**config.mk**
```make
export PLATFORM = sky130hd
export DESIGN_NAME = dpram_arbiter
export DESIGN_NICKNAME = d
export VERILOG_FILES = /design/src/rtl/dpram_arb_pkg.sv /design/src/rtl/dpram_arb_rr_pick.sv /design/src/rtl/dpram_arbiter.sv
export SDC_FILE = /design/constraint.sdc
export NUM_CORES = 1
export LEC_CHECK = 0
export ABC_AREA = 1
export CORE_MARGIN = 5
export CORE_UTILIZATION = 36
export CTS_CLUSTER_SIZE = 8
export DETAILED_ROUTE_END_ITERATION = 6
export PLACE_DENSITY = 0.8
export SLEW_MARGIN = 20
export SYNTH_ARGS = -nofsm -noshare
export SYNTH_HDL_FRONTEND = slang
export SYNTH_HIERARCHICAL = 1
export SYNTH_SLANG_ARGS = --single-unit
```
**constraint.sdc**
```tcl
create_clock -name clk -period 4.3 [get_ports clk]
set_clock_uncertainty 0.1 [all_clocks]
set_input_delay 0.86 -clock clk [delete_from_list [all_inputs] [get_ports clk]]
set_output_delay 0.86 -clock clk [all_outputs]
set_load 0.1 [all_outputs]
```
**src/rtl/dpram_arb_pkg.sv**
```systemverilog
// Shared constants and helpers for the dual-port RAM arbiter.
//   RAM_AW / RAM_DW / RAM_DEPTH : geometry of the dpram_1024x8 macro
//   MAX_NREQ                    : largest supported requester count
//   rr_next(idx, n)             : (idx + 1) mod n without a divider
package dpram_arb_pkg;

    localparam int RAM_AW    = 10;
    localparam int RAM_DW    = 8;
    localparam int RAM_DEPTH = 1024;
    localparam int MAX_NREQ  = 8;

    function automatic int unsigned rr_next(input int unsigned idx, input int unsigned n);
        return (idx + 1 >= n) ? 0 : idx + 1;
    endfunction

endpackage

```
**src/rtl/dpram_arb_rr_pick.sv**
```systemverilog
// Round-robin scanner: starting at ptr_i and wrapping modulo NREQ, returns
// the first and second asserted bits of valid_i.
//   valid_i        : per-requester request valid
//   ptr_i          : scan start index
//   first_idx_o    : index of first valid requester (0 when none)
//   first_found_o  : a first valid requester exists
//   second_idx_o   : index of next valid requester after the first
//   second_found_o : a second valid requester exists
module dpram_arb_rr_pick
    import dpram_arb_pkg::*;
#(
    parameter int NREQ = 4,
    parameter int IW   = $clog2(NREQ)
) (
    input  logic [NREQ-1:0] valid_i,
    input  logic [IW-1:0]   ptr_i,
    output logic [IW-1:0]   first_idx_o,
    output logic            first_found_o,
    output logic [IW-1:0]   second_idx_o,
    output logic            second_found_o
);

    int unsigned scan_j;

    always_comb begin
        first_idx_o    = '0;
        first_found_o  = 1'b0;
        second_idx_o   = '0;
        second_found_o = 1'b0;
        scan_j         = 32'(ptr_i);
        for (int k = 0; k < NREQ; k++) begin
            if (valid_i[scan_j[IW-1:0]]) begin
                if (!first_found_o) begin
                    first_found_o = 1'b1;
                    first_idx_o   = scan_j[IW-1:0];
                end else if (!second_found_o) begin
                    second_found_o = 1'b1;
                    second_idx_o   = scan_j[IW-1:0];
                end
            end
            scan_j = rr_next(scan_j, NREQ);
        end
    end

endmodule

```
**src/rtl/dpram_arbiter.sv**
```systemverilog
// Shares both ports of a 1024x8 dual-port synchronous RAM between NREQ
// valid/ready requesters. Up to two requests are granted per cycle in
// round-robin order: the first to RAM port 1, the second to RAM port 2.
// Read data returns to the requester exactly one cycle after its grant.
//   clk, rst_n            : clock (also the RAM clock), async active-low reset
//   req_valid/ready/we    : per-requester handshake and direction
//   req_addr/req_wdata    : flattened, requester i at [i*W +: W]
//   rsp_valid/rsp_data    : per-requester read response (data 0 when idle)
//   wen1/addr1/d_in1      : RAM port 1 controls (combinational)
//   wen2/addr2/d_in2      : RAM port 2 controls (combinational)
//   d_out1/d_out2         : RAM read data, valid the cycle after the read
// Optional build macro DPRAM_ARB_STATS_EN adds stat_clr, stat_conflicts
// and stat_grants (saturating 16-bit counters).
module dpram_arbiter
    import dpram_arb_pkg::*;
#(
    parameter int NREQ = 4,
    parameter int AW   = RAM_AW,
    parameter int DW   = RAM_DW
) (
    input  logic              clk,
    input  logic              rst_n,
    input  logic [NREQ-1:0]   req_valid,
    output logic [NREQ-1:0]   req_ready,
    input  logic [NREQ-1:0]   req_we,
    input  logic [NREQ*AW-1:0] req_addr,
    input  logic [NREQ*DW-1:0] req_wdata,
    output logic [NREQ-1:0]   rsp_valid,
    output logic [NREQ*DW-1:0] rsp_data,
    output logic              wen1,
    output logic [AW-1:0]     addr1,
    output logic [DW-1:0]     d_in1,
    output logic              wen2,
    output logic [AW-1:0]     addr2,
    output logic [DW-1:0]     d_in2,
    input  logic [DW-1:0]     d_out1,
    input  logic [DW-1:0]     d_out2
`ifdef DPRAM_ARB_STATS_EN
    ,
    input  logic              stat_clr,
    output logic [15:0]       stat_conflicts,
    output logic [15:0]       stat_grants
`endif
);

    localparam int IW = $clog2(NREQ);

    if (NREQ < 2 || NREQ > MAX_NREQ) begin : g_bad_nreq
        $error("dpram_arbiter: NREQ must be in 2..%0d", MAX_NREQ);
    end
    if (AW != RAM_AW || DW != RAM_DW) begin : g_bad_geom
        $error("dpram_arbiter: AW/DW must match the RAM macro");
    end

    logic [AW-1:0] addr_arr  [NREQ];
    logic [DW-1:0] wdata_arr [NREQ];

    for (genvar g = 0; g < NREQ; g++) begin : g_unpack
        assign addr_arr[g]  = req_addr[g*AW +: AW];
        assign wdata_arr[g] = req_wdata[g*DW +: DW];
    end

    logic [IW-1:0] rr_ptr_q, rr_ptr_d;
    logic          pend_v1_q, pend_v1_d, pend_v2_q, pend_v2_d;
    logic [IW-1:0] pend_id1_q, pend_id1_d, pend_id2_q, pend_id2_d;

    logic [IW-1:0] idx_a, idx_b;
    logic          found_a, found_b;
    logic          collide;
    logic          gnt_a, gnt_b;

    dpram_arb_rr_pick #(
        .NREQ (NREQ),
        .IW   (IW)
    ) u_pick (
        .valid_i        (req_valid),
        .ptr_i          (rr_ptr_q),
        .first_idx_o    (idx_a),
        .first_found_o  (found_a),
        .second_idx_o   (idx_b),
        .second_found_o (found_b)
    );

    // Same-address pairs may only be granted together when both are reads;
    // otherwise port ordering within one RAM cycle would be undefined.
    assign collide = found_a && found_b && (addr_arr[idx_a] == addr_arr[idx_b])
                     && (req_we[idx_a] || req_we[idx_b]);

    // Gating with rst_n keeps the RAM quiet while reset is held.
    assign gnt_a = rst_n && found_a;
    assign gnt_b = rst_n && found_b && !collide;

    always_comb begin
        req_ready = '0;
        if (gnt_a) req_ready[idx_a] = 1'b1;
        if (gnt_b) req_ready[idx_b] = 1'b1;
    end

    always_comb begin
        wen1  = gnt_a && req_we[idx_a];
        addr1 = gnt_a ? addr_arr[idx_a] : '0;
        d_in1 = wen1 ? wdata_arr[idx_a] : '0;
        wen2  = gnt_b && req_we[idx_b];
        addr2 = gnt_b ? addr_arr[idx_b] : '0;
        d_in2 = wen2 ? wdata_arr[idx_b] : '0;
    end

    always_comb begin
        pend_v1_d  = gnt_a && !req_we[idx_a];
        pend_id1_d = idx_a;
        pend_v2_d  = gnt_b && !req_we[idx_b];
        pend_id2_d = idx_b;
        rr_ptr_d   = rr_ptr_q;
        if (gnt_b) begin
            rr_ptr_d = IW'(rr_next(32'(idx_b), NREQ));
        end else if (gnt_a) begin
            rr_ptr_d = IW'(rr_next(32'(idx_a), NREQ));
        end
    end

    always_ff @(posedge clk or negedge rst_n) begin
        if (!rst_n) begin
            rr_ptr_q   <= '0;
            pend_v1_q  <= 1'b0;
            pend_id1_q <= '0;
            pend_v2_q  <= 1'b0;
            pend_id2_q <= '0;
        end else begin
            rr_ptr_q   <= rr_ptr_d;
            pend_v1_q  <= pend_v1_d;
            pend_id1_q <= pend_id1_d;
            pend_v2_q  <= pend_v2_d;
            pend_id2_q <= pend_id2_d;
        end
    end

    // A requester never holds both ports, so the two lanes never overlap.
    always_comb begin
        rsp_valid = '0;
        rsp_data  = '0;
        for (int i = 0; i < NREQ; i++) begin
            if (pend_v1_q && pend_id1_q == IW'(i)) begin
                rsp_valid[i]         = 1'b1;
                rsp_data[i*DW +: DW] = d_out1;
            end else if (pend_v2_q && pend_id2_q == IW'(i)) begin
                rsp_valid[i]         = 1'b1;
                rsp_data[i*DW +: DW] = d_out2;
            end
        end
    end

`ifdef DPRAM_ARB_STATS_EN
    logic [15:0] stat_conflicts_q, stat_conflicts_d;
    logic [15:0] stat_grants_q, stat_grants_d;
    logic [16:0] grant_sum;

    always_comb begin
        stat_conflicts_d = stat_conflicts_q;
        stat_grants_d    = stat_grants_q;
        grant_sum        = {1'b0, stat_grants_q} + 17'(gnt_a) + 17'(gnt_b);
        if (stat_clr) begin
            stat_conflicts_d = '0;
            stat_grants_d    = '0;
        end else begin
            if (rst_n && collide && stat_conflicts_q != 16'hFFFF) begin
                stat_conflicts_d = stat_conflicts_q + 16'd1;
            end
            stat_grants_d = grant_sum[16] ? 16'hFFFF : grant_sum[15:0];
        end
    end

    always_ff @(posedge clk or negedge rst_n) begin
        if (!rst_n) begin
            stat_conflicts_q <= '0;
            stat_grants_q    <= '0;
        end else begin
            stat_conflicts_q <= stat_conflicts_d;
            stat_grants_q    <= stat_grants_d;
        end
    end

    assign stat_conflicts = stat_conflicts_q;
    assign stat_grants    = stat_grants_q;
`endif

endmodule

```
==> flow_summary.ini <==
[outcome]
outcome = finished, violations left
violations = setup timing

[clock_tree]
clock-root-buffer = clkbuf_8
cts_buffers = 3
cts_tree = yes
cts-htree-levels = 1
insertion_delay_ps = 230
clock-sinks = 8
clk_pin_slew_ps = 40
clockBufferDepth = 2

[routing]
via_count = 5347
ant_nets = 0
drt-total-wl_mm = 15.9
drt_iter0_drc = 478
drc = 0
drtPass1Iterations = 5
wl_per_cell_um = 16.6
via_per_inst = 5.56

[synthesis]
postSynthCellCount = 608
syn_nets = 717
synthDominantCellAreaShare_pct = 35.7
ys_ff_latch = 8
synth_compound_area_share_pct = 17.7
synth_largest_area_cell = nand2_1
syn_area_per_cell_um2 = 4.99
synth.distinct_cells = 33
synth_simple_gate_area_share_pct = 58.4
syn_area_um2 = 3030
synth-adder-area-share_pct = 4.79
yosys_warnings = 6
synth-xor-area-share_pct = 0.289
synth_area_leaders = nand2_1, nand3_1, dfrtp_1, o22ai_1, inv_1
seq_area_frac_synth_pct = 6.60
synthMuxAreaShare_pct = 0
synth_top_family_by_area = simple AND/OR/NAND/NOR gates

[sta]
slew_violations = 0
setup_viol = 31
fin_crit_sh_pct = 112
fmax_mhz = 208
finalHoldViolations = 0
layout_min_cycle_time_ps = 4810
worst_slew_pin_slew_ps = 989
setup_ws_ps = -509
hold_ws_ps = 582
rsz0062_at_grt = yes
slew_headroom_pct = 33.9

[grt]
grt_util_all_layers_pct = 27.0
grt_max_degree = 33
grt_pass1_wl_mm = 23.0
first_global_vias = 5226
antenna_found_initial = 0
grt.overflow.total = 0

[setup_path]
path_common_cell = nand2_1
max_stage_delay_ps = 490
cp_slowest_cell = fa_2
cp_max_fo = 8
crit_type = reg2out
cp-start-kind = flop
startpoint = rr_ptr_q[1]$_DFFE_PN0P_
critPathArrivalTime_ps = 3850
crit_chain = ha_2 > nor2_4 > fa_2 > o21ai_4 > nand2_4 > buf_6 > nor2_4 > nand2_2 > o21ai_4 > inv_4 > clkbuf_16 > nand2_1 > nand3_1 > nand2_1 > nand2_1 > nand2_1 > nand2_1 > nor2_2 > nand3_4 > nand3_4 > buf_4 > nor2_4 > buf_12
end_kind = output pin
crit-reg2reg-launch = rr_ptr_q[1]$_DFFE_PN0P_
cp.required_ps = 3340

[cells_and_area]
regArea_um2 = 200
drive_gt1_share_pct = 36.7
fin_area_um2 = 6740
final_common_cell = nand2_1
n_antenna_cell = 0
fill_cells = 486
multi_input_area_um2 = 3090
syn_to_final_growth_pct = 122
fin_nets = 967
layout_common_cells = nand2_1, buf_4, clkdlybuf4s50_1

[die]
fp-row-count = 33
fp.dieH_um = 102
die_x_um = 102
fp.coreArea_um2 = 8220
initial_core_util_pct = 36.9
io_pins = 176
die_area_um2 = 10400

[min_path]
hp-start = rr_ptr_q[1]$_DFFE_PN0P_
hp-class = reg2reg

[place]
dpl.hpwl_mm = 11.6
gp_congestion = 0.908
port_buffers = 175
dpl_cell_area_um2 = 6180

[run]
maxCapViolations = 0
==> state kept, by name, summed over array words and instances (netlist names) <==
name	flops
pend_id1_q	2
pend_id2_q	2
rr_ptr_q	2
pend_v1_q	1
pend_v2_q	1
==> worst paths after layout <==
path / slack, ps / to / cells after the start
setup / recovery: -510 / d_in2[3] / 23
hold / removal: 580 / rr_ptr_q[1]$_DFFE_PN0P_ / 3
setup reg to reg: 440 / rr_ptr_q[1]$_DFFE_PN0P_ / 25
hold reg to reg: 580 / rr_ptr_q[1]$_DFFE_PN0P_ / 3
max in group asynchronous: 2980 / pend_v1_q$_DFF_PN0_ / 1
min in group asynchronous: 830 / rr_ptr_q[0]$_DFFE_PN0P_ / 1
==> Yosys cell counts <==
master and instances:
nand2_1 288, nand3_1 60, inv_1 46, nor2_1 44, o22ai_1 32, a21oi_1 27
buf_2 19, ha_1 10, nand2_2 10, a221oi_1 8, a32o_1 8, dfrtp_1 8
o21ai_1 7, inv_2 5, nor3_1 5, clkbuf_1 4, nand3_2 4, nand2_4 3
buf_1 2, buf_4 2, buf_6 2, nor2_4 2, o21ai_0 2, and2_1 1
clkinv_1 1, fa_1 1, inv_4 1, inv_8 1, nand3_4 1, nand3b_2 1
nand4_1 1, o211ai_1 1, xor2_1 1
==> cell type report <==
| cell class | count | share of cell area, % |
|---|---|---|
| Clock buffer | 3 | 0.613 |
| Sequential cell | 8 | 2.97 |
| Timing Repair Buffer | 274 | 45.3 |
| Tap cell | 105 | 1.95 |
| Multi-Input combinational cell | 517 | 45.8 |
| Inverter | 54 | 3.36 |
==> metrics by stage <==
step / cells / utilization (%) / TNS (ps) / setup slack, ps
after floorplan: 608 / - / -10830 / -882
after global placement: 937 / 75.3 / -8420 / -310
after detailed placement: 937 / 75.3 / -10890 / -413
after CTS: 950 / 78.4 / -8940 / -342
after global routing: 961 / 82.0 / -19640 / -706
final: 961 / 82.0 / -13560 / -509
==> cells by family after synthesis <==
kind of cell	count (synthesis)
buffers and inverters	83
adder cells (fa/ha/maj)	11
AO/OA/AOI/OAI	85
XOR/XNOR	1
flip-flops	8
AND/OR/NAND/NOR	420
==> worst max-delay path: cells and delay by family, from the launching register on <==
kind	cells	cell delay [ps]
DFF	1	380
adders and majority gates	2	690
AOI/OAI and AO/OA	2	410
and+or+nand+nor	14	1430
buffers and inverters	5	710
==> what timing repair did <==
| action | 4_1_cts | 5_1_grt |
|---|---|---|
| resized for setup | 43 | 44 |
| pin swaps | 5 | 13 |
| setup buffers | 10 | 8 |
| cloned | 1 | 3 |
| setup endpoints to repair | 31 | 35 |
| hold buffers | 0 | 0 |
==> layer usage <==
metal  global-route usage, %  up-vias  share of wire, %
met5                       0        -                 0
met4                    11.2        0               3.7
met3                    5.92       70                11
met2                    49.7      354                50
met1                    29.6     2434                36
li1                        -     2489                 -
Power is not shown: default switching activity piles up to over one toggle a cycle in this logic, so the estimate is an artifact.
